===== src/rtl/dm_access_ctrl.sv =====
// Data-memory access controller: byte-aligns load/store requests onto a word-wide DM port,
// performs sub-word stores as read-modify-write, and reports alignment/range faults.
module dm_access_ctrl #(
  parameter logic [31:0] DM_BYTES = 32'h0000_3000
) (
  input  logic        clk,
  input  logic        reset,
  input  logic        req_valid,
  output logic        req_ready,
  input  logic [2:0]  req_op,
  input  logic [31:0] req_addr,
  input  logic [31:0] req_wdata,
  input  logic [31:0] req_pc,
  output logic        resp_valid,
  output logic [31:0] resp_rdata,
  output logic        resp_exc,
  output logic [31:0] mem_addr,
  output logic        mem_we,
  output logic [31:0] mem_wdata,
  output logic [31:0] mem_pc,
  input  logic [31:0] mem_rdata
);

  typedef enum logic [2:0] {IDLE, LOAD, RMW_RD, WRITE, RESP} state_t;

  localparam logic [2:0] OP_LW  = 3'd0;
  localparam logic [2:0] OP_LH  = 3'd1;
  localparam logic [2:0] OP_LHU = 3'd2;
  localparam logic [2:0] OP_LB  = 3'd3;
  localparam logic [2:0] OP_LBU = 3'd4;
  localparam logic [2:0] OP_SW  = 3'd5;
  localparam logic [2:0] OP_SH  = 3'd6;
  localparam logic [2:0] OP_SB  = 3'd7;

  state_t      state;
  logic [2:0]  op_q;
  logic [1:0]  lane_q;
  logic [15:0] wdata_q;

  logic        misaligned;
  logic        out_of_range;
  logic [7:0]  byte_lane;
  logic [15:0] half_lane;
  logic [31:0] load_val;
  logic [31:0] merged;

  // Fault classification of the request currently offered on the port.
  always_comb begin
    misaligned = 1'b0;
    if ((req_op == OP_LW || req_op == OP_SW) && req_addr[1:0] != 2'b00)
      misaligned = 1'b1;
    if ((req_op == OP_LH || req_op == OP_LHU || req_op == OP_SH) && req_addr[0])
      misaligned = 1'b1;
    out_of_range = (req_addr >= DM_BYTES);
  end

  // Lane extraction for loads and lane merge for sub-word stores, little-endian.
  always_comb begin
    byte_lane = 8'h00;
    load_val  = 32'h0;
    merged    = mem_rdata;
    case (lane_q)
      2'd0:    byte_lane = mem_rdata[7:0];
      2'd1:    byte_lane = mem_rdata[15:8];
      2'd2:    byte_lane = mem_rdata[23:16];
      default: byte_lane = mem_rdata[31:24];
    endcase
    half_lane = lane_q[1] ? mem_rdata[31:16] : mem_rdata[15:0];
    case (op_q)
      OP_LW:   load_val = mem_rdata;
      OP_LH:   load_val = {{16{half_lane[15]}}, half_lane};
      OP_LHU:  load_val = {16'h0000, half_lane};
      OP_LB:   load_val = {{24{byte_lane[7]}}, byte_lane};
      OP_LBU:  load_val = {24'h000000, byte_lane};
      default: load_val = 32'h0;
    endcase
    if (op_q == OP_SB) begin
      case (lane_q)
        2'd0:    merged[7:0]   = wdata_q[7:0];
        2'd1:    merged[15:8]  = wdata_q[7:0];
        2'd2:    merged[23:16] = wdata_q[7:0];
        default: merged[31:24] = wdata_q[7:0];
      endcase
    end else if (op_q == OP_SH) begin
      if (lane_q[1])
        merged[31:16] = wdata_q;
      else
        merged[15:0] = wdata_q;
    end
  end

  // Single FSM with all outputs registered; strobes default low each cycle.
  always_ff @(posedge clk) begin
    if (reset) begin
      state      <= IDLE;
      req_ready  <= 1'b1;
      resp_valid <= 1'b0;
      resp_rdata <= 32'h0;
      resp_exc   <= 1'b0;
      mem_addr   <= 32'h0;
      mem_we     <= 1'b0;
      mem_wdata  <= 32'h0;
      mem_pc     <= 32'h0;
      op_q       <= OP_LW;
      lane_q     <= 2'b00;
      wdata_q    <= 16'h0;
    end else begin
      resp_valid <= 1'b0;
      mem_we     <= 1'b0;
      case (state)
        IDLE: begin
          if (req_valid) begin
            op_q      <= req_op;
            lane_q    <= req_addr[1:0];
            wdata_q   <= req_wdata[15:0];
            mem_addr  <= {req_addr[31:2], 2'b00};
            mem_pc    <= req_pc;
            req_ready <= 1'b0;
            if (misaligned || out_of_range) begin
              state      <= RESP;
              resp_valid <= 1'b1;
              resp_exc   <= 1'b1;
              resp_rdata <= 32'h0;
            end else if (req_op == OP_SW) begin
              state     <= WRITE;
              mem_we    <= 1'b1;
              mem_wdata <= req_wdata;
            end else if (req_op == OP_SH || req_op == OP_SB) begin
              state <= RMW_RD;
            end else begin
              state <= LOAD;
            end
          end
        end
        LOAD: begin
          state      <= RESP;
          resp_valid <= 1'b1;
          resp_exc   <= 1'b0;
          resp_rdata <= load_val;
        end
        RMW_RD: begin
          state     <= WRITE;
          mem_we    <= 1'b1;
          mem_wdata <= merged;
        end
        WRITE: begin
          state      <= RESP;
          resp_valid <= 1'b1;
          resp_exc   <= 1'b0;
          resp_rdata <= 32'h0;
        end
        default: begin
          state     <= IDLE;
          req_ready <= 1'b1;
          mem_addr  <= 32'h0;
          mem_pc    <= 32'h0;
        end
      endcase
    end
  end

endmodule

===== config.mk =====
export PLATFORM = sky130hd
export DESIGN_NAME = dm_access_ctrl
export DESIGN_NICKNAME = d
export VERILOG_FILES = /design/src/rtl/dm_access_ctrl.sv
export SDC_FILE = /design/constraint.sdc
export NUM_CORES = 1
export LEC_CHECK = 0
export ABC_CLOCK_PERIOD_IN_PS = 3440
export CORE_UTILIZATION = 35
export DETAILED_ROUTE_END_ITERATION = 8
export DONT_BUFFER_PORTS = 1
export GPL_TIMING_DRIVEN = 0
export PLACE_DENSITY = 0.55
export SLEW_MARGIN = 15
export SYNTH_ARGS = -nofsm -noshare
export SYNTH_HDL_FRONTEND = slang
export SYNTH_SLANG_ARGS = --single-unit

===== constraint.sdc =====
create_clock -name clk -period 3.44 [get_ports clk]
set_input_delay 1.032 -clock clk [delete_from_list [all_inputs] [get_ports clk]]
set_output_delay 1.032 -clock clk [all_outputs]
set_load 0.03 [all_outputs]

==> flow_summary.json <==
{
  "status": "finished clean",
  "routed_via_density": 5.86,
  "synth-main-ff-cell": "dfxtp_1",
  "gp_congestion": 0.916,
  "avgSynthCellArea_um2": 8.75,
  "rsz0062_at_grt": "no",
  "die_w_um": 147,
  "io_buffer_count": 0,
  "power_w": 0.00437,
  "tns_ns": 0,
  "powerDensity_mw_per_mm2": 527,
  "setup_viol": 0,
  "grt_pass1_vias": 6566,
  "drc": 0,
  "drt.antenna.violating_nets": 0,
  "hold_viol": 0,
  "worstPathRequired_ns": 3.81,
  "worstSetupStartpointType": "primary input",
  "cts_buffers": 17,
  "synth-seq-cells": 154,
  "post-route-util": 0.407,
  "start_util": 0.359,
  "total_leakage_power_nw": 3.08,
  "die_h_um": 147,
  "clk_latency_ns": 0.43,
  "hpwl_mm": 20.1,
  "htree_levels": 4,
  "synthTopCellsByArea": "dfxtp_1 (42%), a22oi_1 (6.2%), nor2_1 (5.7%)",
  "ios": 266,
  "overflow": 0,
  "fmax_mhz": 342,
  "slew_headroom": 0.328,
  "finalCritPeriodShare": 0.850,
  "worst_pin_slew_ns": 1.01,
  "synth_cell_type_count": 46,
  "track_usage": 0.245,
  "drive_above_1_share": 0.0713,
  "vias": 6682,
  "netlist_area_mm2": 0.00732,
  "clock_path_buffers": 2,
  "wl_per_cell_um": 23.4,
  "synthCells": 836,
  "dieArea_mm2": 0.0215,
  "core_mm2": 0.0204,
  "cp_max_fo": 10,
  "synth_top_area_share": 0.421,
  "ys_seq_area_frac": 0.421,
  "cts.sinks": 154,
  "drt_pass1_iterations": 5,
  "worstSetupEndpointType": "flop",
  "rows": 52,
  "clk_pin_slew_ns": 0.08,
  "yosys.area.top_type": "dfxtp_1",
  "grt_start_max_net_pins": 19,
  "min_period_ns": 2.92,
  "synthArstFlopShare": 0,
  "timing.final.max_slew_violations": 0,
  "grt_pass1_wl_mm": 39.7,
  "maxCapViolCount": 0,
  "worst_ir_drop_vdd_uv": 270,
  "num-nets-final": 990,
  "cts-root-buf": "clkbuf_16",
  "drt_first_iter_violations": 452,
  "hold_buffers": 0,
  "antenna_found_initial": 2,
  "area_growth_pct": 13.2,
  "wirelength_mm": 26.7,
  "cts_setup_buffers": 0,
  "hold_ws_ns": 0.480,
  "cts_tree": "done",
  "cts_resized": 0,
  "cp.arrival_ns": 3.29,
  "synth_warnings": 0,
  "critPathKind": "primary input to flop",
  "finClkSkew_ns": 0.0116,
  "synth_edf_count": 0,
  "hold_path.class": "flop to flop"
}
## critical path, stage by stage
cell and delay, ns:
or4_4 0.53, a2111oi_4 0.40, nand4_2 0.22, o21ai_1 0.55, buf_2 0.33, o221a_1 0.22
## cell families (layout without fill, tap and decap cells)
logic type	Yosys count	after routing	share of synthesized area
AOI/OAI and AO/OA	282	282	0.287
and+or+nand+nor	257	257	0.163
DFF	154	154	0.421
buffers and inverters	101	133	0.0561
muxes	41	41	0.0715
other	1	3	0.000512
## state kept, by name, summed over array words and instances (netlist names)
signal      count
resp_rdata     32
wdata_q        16
req_ready       1
mem_wdata      32
resp_valid      1
resp_exc        1
mem_we          1
mem_addr       30
op_q            3
mem_pc         32
state           3
lane_q          2
## cells in the final DEF, fill, tap and decap left out, types with 11 or more instances in the layout
cell and instances:
mux2i_1 32, inv_1 17, nor2_1 111, a22oi_1 60, dfxtp_1 154, a21oi_1 65
o21ai_0 18, nand2_1 62, clkbuf_16 17, a211o_1 24, nor2b_1 20, nand3_1 11
nand2b_1 25, clkbuf_1 64, a311oi_1 16, o2bb2ai_1 32, a221oi_1 16
## cell usage after synthesis (17+ instances only)
library cell	number
a211o_1	24
a21oi_1	65
a22oi_1	60
clkbuf_1	64
dfxtp_1	154
inv_1	17
mux2i_1	32
nand2_1	62
nand2b_1	25
nor2_1	111
nor2b_1	20
o21ai_0	18
o2bb2ai_1	32
## cell type report
class,instances,area [um^2]
fillers,2085,12100
multi-input cells,582,3830
plain buffers,84,347
inverters,17,63.8
clock buffers,17,425
diodes,1,2.50
clock inverters,15,199
flip-flops and latches,154,3080
well taps,270,338
## per-stage QoR
step / cells / area (um^2) / setup WS, ns
floorplan: 837 / 7320 / 0.418
global placement: 1107 / 7660 / 0.0646
detailed placement: 1107 / 7660 / 0.0317
CTS: 1139 / 8280 / 0.479
global route: 1139 / 8280 / 0.299
finish: 1140 / 8290 / 0.516
## layer usage
layer | routed length, um | vias up | global-route usage | share of wire
met3 | 2600 | 66 | 0.0822 | 0.097
met2 | 12700 | 360 | 0.405 | 0.48
met1 | 10400 | 3125 | 0.287 | 0.39
met5 | 15 | - | 0 | 0.00056
met4 | 976 | 2 | 0.107 | 0.037
li1 | - | 3129 | - | -
## worst paths after layout
| kind | from | end | slack (ns) | cells past startpoint |
|---|---|---|---|---|
| worst max-delay path | req_addr[28] | mem_wdata[24] | 0.52 | 6 |
| worst min-delay path | wdata_q[15] | wdata_q[15] | 0.48 | 2 |
| worst max register to register | state[2] | mem_wdata[24] | 0.97 | 6 |
| worst min register to register | wdata_q[15] | wdata_q[15] | 0.48 | 2 |
## power breakdown
part	switching (W)	leakage (nW)	internal [W]	total, W
Sequential	0.000131	1.25	0.00184	0.00197
Combinational	0.000261	1.53	0.000161	0.000422
Clock	0.000923	0.301	0.00106	0.00198
Power figures use the tool's default switching activity.
